**config.mk**
```make
export PLATFORM = sky130hd
export DESIGN_NAME = mwrite_flat
export DESIGN_NICKNAME = d
export VERILOG_FILES = /design/src/rtl/mwrite_if.sv /design/src/rtl/mwrite.sv /design/src/flat_wrapper.sv
export SDC_FILE = /design/constraint.sdc
export NUM_CORES = 1
export LEC_CHECK = 0
export ABC_AREA = 1
export CORE_MARGIN = 4
export CORE_UTILIZATION = 30
export DETAILED_ROUTE_END_ITERATION = 12
export PLACE_DENSITY = 0.6
export SYNTH_ARGS = -nofsm -noshare
export SYNTH_HDL_FRONTEND = slang
export SYNTH_SLANG_ARGS = --single-unit
export TNS_END_PERCENT = 50
```
**constraint.sdc**
```tcl
create_clock -name CLK -period 1.5 [get_ports CLK]
set_clock_uncertainty 0.15 [all_clocks]
set_input_delay 0.3 -clock CLK [delete_from_list [all_inputs] [get_ports CLK]]
set_output_delay 0.3 -clock CLK [all_outputs]
set_load 0.1 [all_outputs]
```
**src/rtl/mwrite_if.sv**
```systemverilog
// mwrite_if: MMU write channel; mwrite is the master, the memory side is the slave.
interface mwrite_if;
    logic        DATA_WREN;
    logic [31:0] DATA_WADDR;
    logic [3:0]  DATA_WSTRB;
    logic [31:0] DATA_WDATA;
    logic        DATA_WREADY;
    modport master(output DATA_WREN, DATA_WADDR, DATA_WSTRB, DATA_WDATA, input DATA_WREADY);
    modport slave(input DATA_WREN, DATA_WADDR, DATA_WSTRB, DATA_WDATA, output DATA_WREADY);
endinterface

```
**src/rtl/mwrite.sv**
```systemverilog
// mwrite: memory-write stage; issues lane-aligned stores to the MMU and forwards reg/CSR/jump results.
// Optional MWRITE_ALIGN_CHECK_EN raises a store-misaligned exception instead of issuing overflowing strobes.
module mwrite (
    input  logic        CLK,
    input  logic        RST,
    input  logic        FLUSH,
    input  logic        MEM_WAIT,
    input  logic [4:0]  MEMR_REG_W_RD,
    input  logic [31:0] MEMR_REG_W_DATA,
    input  logic        MEMR_CSR_W_EN,
    input  logic [11:0] MEMR_CSR_W_ADDR,
    input  logic [31:0] MEMR_CSR_W_DATA,
    input  logic        MEMR_MEM_W_EN,
    input  logic [3:0]  MEMR_MEM_W_STRB,
    input  logic [31:0] MEMR_MEM_W_ADDR,
    input  logic [31:0] MEMR_MEM_W_DATA,
    input  logic        MEMR_JMP_DO,
    input  logic [31:0] MEMR_JMP_PC,
    mwrite_if.master    dw,
    output logic        MEMW_STALL,
    output logic [4:0]  MEMW_REG_W_RD,
    output logic [31:0] MEMW_REG_W_DATA,
    output logic        MEMW_CSR_W_EN,
    output logic [11:0] MEMW_CSR_W_ADDR,
    output logic [31:0] MEMW_CSR_W_DATA,
    output logic        MEMW_JMP_DO,
    output logic [31:0] MEMW_JMP_PC,
    output logic        MEMW_EXC_EN,
    output logic [3:0]  MEMW_EXC_CODE
);
    typedef enum logic {IDLE, WRITE} state_t;
    state_t      state;
    logic [31:0] waddr, wdata, reg_data, csr_data, jmp_pc;
    logic [11:0] csr_addr;
    logic [4:0]  rd;
    logic [3:0]  wstrb;
    logic        csr_en, jmp_do, exc_en, mis, cap, ld, store, wr;
`ifdef MWRITE_ALIGN_CHECK_EN
    assign mis = MEMR_MEM_W_EN && ((8'(MEMR_MEM_W_STRB) << MEMR_MEM_W_ADDR[1:0]) > 8'd15);
`else
    assign mis = 1'b0;
`endif
    assign wr = state == WRITE;
    assign MEMW_STALL = wr && !dw.DATA_WREADY;
    assign cap = !MEM_WAIT && !MEMW_STALL;
    assign ld = cap && !FLUSH;
    assign store = ld && MEMR_MEM_W_EN && !mis;
    always_ff @(posedge CLK)
        if (RST) begin
            state <= IDLE;
            {waddr, wdata, wstrb} <= '0;
            {rd, reg_data, csr_en, csr_addr, csr_data, jmp_do, jmp_pc, exc_en} <= '0;
        end else begin
            // a pending transfer is never aborted by FLUSH or MEM_WAIT; only READY ends it
            if (store) begin
                state <= WRITE;
                waddr <= {MEMR_MEM_W_ADDR[31:2], 2'b00};
                wstrb <= MEMR_MEM_W_STRB << MEMR_MEM_W_ADDR[1:0];
                wdata <= MEMR_MEM_W_DATA << {MEMR_MEM_W_ADDR[1:0], 3'b000};
            end else if (wr && dw.DATA_WREADY) state <= IDLE;
            if (cap || FLUSH) begin
                rd       <= ld && !mis ? MEMR_REG_W_RD : '0;
                reg_data <= ld ? MEMR_REG_W_DATA : '0;
                csr_en   <= ld && !mis && MEMR_CSR_W_EN;
                csr_addr <= ld ? MEMR_CSR_W_ADDR : '0;
                csr_data <= ld ? MEMR_CSR_W_DATA : '0;
                jmp_do   <= ld && !mis && MEMR_JMP_DO;
                jmp_pc   <= ld ? MEMR_JMP_PC : '0;
                exc_en   <= ld && mis;
            end
        end
    assign dw.DATA_WREN  = wr;
    assign dw.DATA_WADDR = wr ? waddr : '0;
    assign dw.DATA_WSTRB = wr ? wstrb : '0;
    assign dw.DATA_WDATA = wr ? wdata : '0;
    assign MEMW_REG_W_RD   = MEMW_STALL ? '0 : rd;
    assign MEMW_CSR_W_EN   = !MEMW_STALL && csr_en;
    assign MEMW_JMP_DO     = !MEMW_STALL && jmp_do;
    assign MEMW_EXC_EN     = !MEMW_STALL && exc_en;
    assign MEMW_EXC_CODE   = MEMW_EXC_EN ? 4'd6 : 4'd0;
    assign MEMW_REG_W_DATA = reg_data;
    assign MEMW_CSR_W_ADDR = csr_addr;
    assign MEMW_CSR_W_DATA = csr_data;
    assign MEMW_JMP_PC     = jmp_pc;
endmodule

```
**src/flat_wrapper.sv**
```systemverilog
// flat-port wrapper written by rule: the top's interface ports become plain ports
module mwrite_flat 
  (CLK, RST, FLUSH, MEM_WAIT, MEMR_REG_W_RD, MEMR_REG_W_DATA, MEMR_CSR_W_EN, MEMR_CSR_W_ADDR, MEMR_CSR_W_DATA, MEMR_MEM_W_EN, MEMR_MEM_W_STRB, MEMR_MEM_W_ADDR, MEMR_MEM_W_DATA, MEMR_JMP_DO, MEMR_JMP_PC, MEMW_STALL, MEMW_REG_W_RD, MEMW_REG_W_DATA, MEMW_CSR_W_EN, MEMW_CSR_W_ADDR, MEMW_CSR_W_DATA, MEMW_JMP_DO, MEMW_JMP_PC, MEMW_EXC_EN, MEMW_EXC_CODE, dw_DATA_WREN, dw_DATA_WADDR, dw_DATA_WSTRB, dw_DATA_WDATA, dw_DATA_WREADY);
  mwrite_if dw_i ();
  input  logic CLK;
  input  logic RST;
  input  logic FLUSH;
  input  logic MEM_WAIT;
  input  logic [4:0] MEMR_REG_W_RD;
  input  logic [31:0] MEMR_REG_W_DATA;
  input  logic MEMR_CSR_W_EN;
  input  logic [11:0] MEMR_CSR_W_ADDR;
  input  logic [31:0] MEMR_CSR_W_DATA;
  input  logic MEMR_MEM_W_EN;
  input  logic [3:0] MEMR_MEM_W_STRB;
  input  logic [31:0] MEMR_MEM_W_ADDR;
  input  logic [31:0] MEMR_MEM_W_DATA;
  input  logic MEMR_JMP_DO;
  input  logic [31:0] MEMR_JMP_PC;
  output logic MEMW_STALL;
  output logic [4:0] MEMW_REG_W_RD;
  output logic [31:0] MEMW_REG_W_DATA;
  output logic MEMW_CSR_W_EN;
  output logic [11:0] MEMW_CSR_W_ADDR;
  output logic [31:0] MEMW_CSR_W_DATA;
  output logic MEMW_JMP_DO;
  output logic [31:0] MEMW_JMP_PC;
  output logic MEMW_EXC_EN;
  output logic [3:0] MEMW_EXC_CODE;
  output wire logic [$bits(dw_i.DATA_WREN)-1:0] dw_DATA_WREN;
  output wire logic [$bits(dw_i.DATA_WADDR)-1:0] dw_DATA_WADDR;
  output wire logic [$bits(dw_i.DATA_WSTRB)-1:0] dw_DATA_WSTRB;
  output wire logic [$bits(dw_i.DATA_WDATA)-1:0] dw_DATA_WDATA;
  input wire logic [$bits(dw_i.DATA_WREADY)-1:0] dw_DATA_WREADY;
  assign dw_DATA_WREN = dw_i.DATA_WREN;
  assign dw_DATA_WADDR = dw_i.DATA_WADDR;
  assign dw_DATA_WSTRB = dw_i.DATA_WSTRB;
  assign dw_DATA_WDATA = dw_i.DATA_WDATA;
  assign dw_i.DATA_WREADY = dw_DATA_WREADY;
  mwrite u_core (.CLK(CLK), .RST(RST), .FLUSH(FLUSH), .MEM_WAIT(MEM_WAIT), .MEMR_REG_W_RD(MEMR_REG_W_RD), .MEMR_REG_W_DATA(MEMR_REG_W_DATA), .MEMR_CSR_W_EN(MEMR_CSR_W_EN), .MEMR_CSR_W_ADDR(MEMR_CSR_W_ADDR), .MEMR_CSR_W_DATA(MEMR_CSR_W_DATA), .MEMR_MEM_W_EN(MEMR_MEM_W_EN), .MEMR_MEM_W_STRB(MEMR_MEM_W_STRB), .MEMR_MEM_W_ADDR(MEMR_MEM_W_ADDR), .MEMR_MEM_W_DATA(MEMR_MEM_W_DATA), .MEMR_JMP_DO(MEMR_JMP_DO), .MEMR_JMP_PC(MEMR_JMP_PC), .dw(dw_i), .MEMW_STALL(MEMW_STALL), .MEMW_REG_W_RD(MEMW_REG_W_RD), .MEMW_REG_W_DATA(MEMW_REG_W_DATA), .MEMW_CSR_W_EN(MEMW_CSR_W_EN), .MEMW_CSR_W_ADDR(MEMW_CSR_W_ADDR), .MEMW_CSR_W_DATA(MEMW_CSR_W_DATA), .MEMW_JMP_DO(MEMW_JMP_DO), .MEMW_JMP_PC(MEMW_JMP_PC), .MEMW_EXC_EN(MEMW_EXC_EN), .MEMW_EXC_CODE(MEMW_EXC_CODE));
endmodule
```
==> impl_metrics.json <==
{
  "power_mw": 13.0,
  "switching_power_mw": 4.31,
  "drive_gt1_share_pct": 36.3,
  "num_rows": 59,
  "crit_type": "reg -> out",
  "cp.depth": 4,
  "die_h_um": 171,
  "ys_seq_elements": 182,
  "synth.cell_area_um2": 7920,
  "die_x_um": 171,
  "power_density_nw_per_um2": 786,
  "fillCellCount": 2217,
  "dp_hpwl_um": 22600,
  "avgSynthCellArea_um2": 6.34,
  "htreeDepth": 4,
  "max_stage_delay_ns": 0.50,
  "grt_pass1_vias": 8132,
  "finalCritPeriodShare_pct": 131,
  "antenna_found_initial": 1,
  "place_area_um2": 14500,
  "drtAntennaViolNets": 0,
  "grt_max_degree": 37,
  "crit_buf_inv": 3,
  "dr.pass1.iters": 5,
  "yosysWarnings": 0,
  "crit_family": "flip-flops",
  "io_pins": 379,
  "viasPerCell": 4.46,
  "worst_ir_drop_vdd_v": 0.000727,
  "grt_usage_pct": 19.6,
  "fmax_mhz": 508,
  "port_buffers": 371,
  "rsz0062_at_grt": "yes",
  "core-area_um2": 26000,
  "vias": 8807,
  "gp_congestion": 0.830,
  "mostFrequentLayoutCell": "nand2_1",
  "final_cell_mix": "429 x nand2_1, 211 x buf_12, 187 x clkdlybuf4s50_1, 130 x nor2_1, 110 x dfxtp_1",
  "status": "finished, violations left",
  "startpoint_type": "flop",
  "clock_power_share_pct": 34.9,
  "synthCells": 1250,
  "hold_path_depth": 3,
  "drc": 0,
  "drtIter0Drc": 372,
  "final_max_slew_viol_count": 0,
  "maxCapViolCount": 0,
  "layout.nets": 1817,
  "worstPathArrival_ns": 1.52,
  "final_cell_area_um2": 16500,
  "cpMaxStageDelayCell": "dfxtp_4",
  "layout_setup_ws_ns": -0.467,
  "grt_pass1_wl_um": 45000,
  "cts_sinks": 182,
  "floorplan.initialDensity_pct": 30.5,
  "reg2reg_depth": 9,
  "cts_root_buffer": "clkbuf_16",
  "pwr-share-comb_pct": 24.9,
  "p_leak_nw": 7.08,
  "hp-class": "in -> reg",
  "syn2layout_area_growth_pct": 108,
  "holdWs_ns": 0.261,
  "worstPathRequired_ns": 1.05,
  "switching_share_pct": 33.2,
  "path_clk_slew_ns": 0.08,
  "die_area_um2": 29100,
  "synth_cell_types": 17,
  "crit_fanout": 7,
  "path_cells": "clkbuf_16, nand2_1, clkinvlp_4, buf_12",
  "wl_um": 31900,
  "ys_seq_area_share_pct": 46.0,
  "worstSkewPairLatency_ns": 0.42,
  "endpoint_kind": "primary output",
  "wire_per_inst_um": 16.1,
  "setup_violations": 256,
  "grt-ovfl-total": 0,
  "violations": "setup timing",
  "p_int_mw": 8.67,
  "cts_tree": "done",
  "cts_buffers": 17,
  "p_seq_share_pct": 40.3,
  "hold_viol_final": 0,
  "clk_path_buf_depth": 2,
  "min_period_ns": 1.97
}
## per-layer routing
| layer | GRT usage [%] | up-vias | part of all wire [%] |
|---|---|---|---|
| li1 | - | 4452 | - |
| met4 | 5.21 | 2 | 1.9 |
| met3 | 8.71 | 33 | 9.9 |
| met2 | 32.4 | 296 | 49 |
| met5 | 0 | - | 0.038 |
| met1 | 23.3 | 4024 | 39 |
## flip-flops by register name, summed over array words and instances, names as in the netlist, 4 cells and up
register,flops
u_core.MEMW_CSR_W_ADDR,12
u_core.MEMW_CSR_W_DATA,32
u_core.MEMW_JMP_PC,32
u_core.MEMW_REG_W_DATA,32
u_core.rd,5
u_core.waddr,30
u_core.wdata,32
u_core.wstrb,4
## worst paths after layout
path              slack [ns]                    endpoint                 from
hold / removal          0.26  u_core.MEMW_CSR_W_ADDR[10]  MEMR_CSR_W_ADDR[10]
hold reg to reg         0.32                u_core.rd[3]         u_core.rd[3]
setup / recovery       -0.47           dw_DATA_WDATA[28]  u_core.dw.DATA_WREN
setup reg to reg       -0.36      u_core.MEMW_JMP_PC[22]  u_core.dw.DATA_WREN
## synth_stat cells
cell	instances	area share, %
clkinv_1	3	0.14
conb_1	1	0.047
a21oi_1	132	8.3
dfxtp_1	182	46
nand4_1	1	0.079
nand2_2	1	0.079
nor2_1	139	6.6
nand3_1	19	1.2
o21ai_0	1	0.063
buf_4	8	0.76
inv_1	165	7.8
nand2_1	521	25
clkbuf_1	41	1.9
inv_2	1	0.047
buf_2	26	1.6
buf_1	8	0.38
a21oi_4	1	0.21
## through the flow
stage               worst slack [ns]  cells  TNS, ns  utilization (%)
global placement              -0.434   1924   -66.01             55.9
finish                        -0.467   1976   -78.90             63.5
floorplan                     -0.285   1256   -34.49                -
global route                  -0.529   1975   -97.10             63.5
detailed placement            -0.437   1924   -67.62             55.9
CTS                           -0.495   1957   -36.38             58.5
## power groups by stage
stage | Combinational (mW) | Clock, mW | Sequential (mW)
6_report | 3.23 | 4.53 | 5.22
5_1_grt | 3.41 | 4.85 | 5.25
3_3_place_gp | 2.93 | 0 | 5.28
4_1_cts | 2.98 | 4.67 | 5.18
3_5_place_dp | 2.95 | 0 | 5.29
2_1_floorplan | 0.922 | 0 | 5.91
## logic make-up after synthesis
group	share of synthesized area [%]
buffers and inverters	12.7
flip-flops	46.0
AND/OR/NAND/NOR	32.6
AO/OA/AOI/OAI	8.61
other	0.0473
## layout make-up
class / count / area, um2 / share of cell area, %
Tap cell: 335 / 419 / 2.54
Clock buffer: 17 / 425 / 2.58
Multi-Input combinational cell: 822 / 4130 / 25.0
Clock inverter: 14 / 161 / 0.978
Timing Repair Buffer: 436 / 6720 / 40.7
Sequential cell: 182 / 3740 / 22.6
Inverter: 169 / 911 / 5.52
Antenna cell: 1 / 2.50 / 0.0152
## what timing repair did
| action | CTS | global route |
|---|---|---|
| endpoints found under the hold margin | 4 | 0 |
| pin swaps | 1 | 52 |
| buffers inserted | 0 | 3 |
| setup endpoints to repair | 80 | 275 |
| hold buffers | 1 | 0 |
| gates cloned | 1 | 15 |
| gates resized for setup | 14 | 301 |
## worst reg2reg max path: cells and delay by family (launching register included)
kind	cells	cell delay (ns)
buffers and inverters	5	0.72
DFF	1	0.50
AOI/OAI and AO/OA	2	0.26
and+or+nand+nor	2	0.17
(Power assumes the default switching activity.)
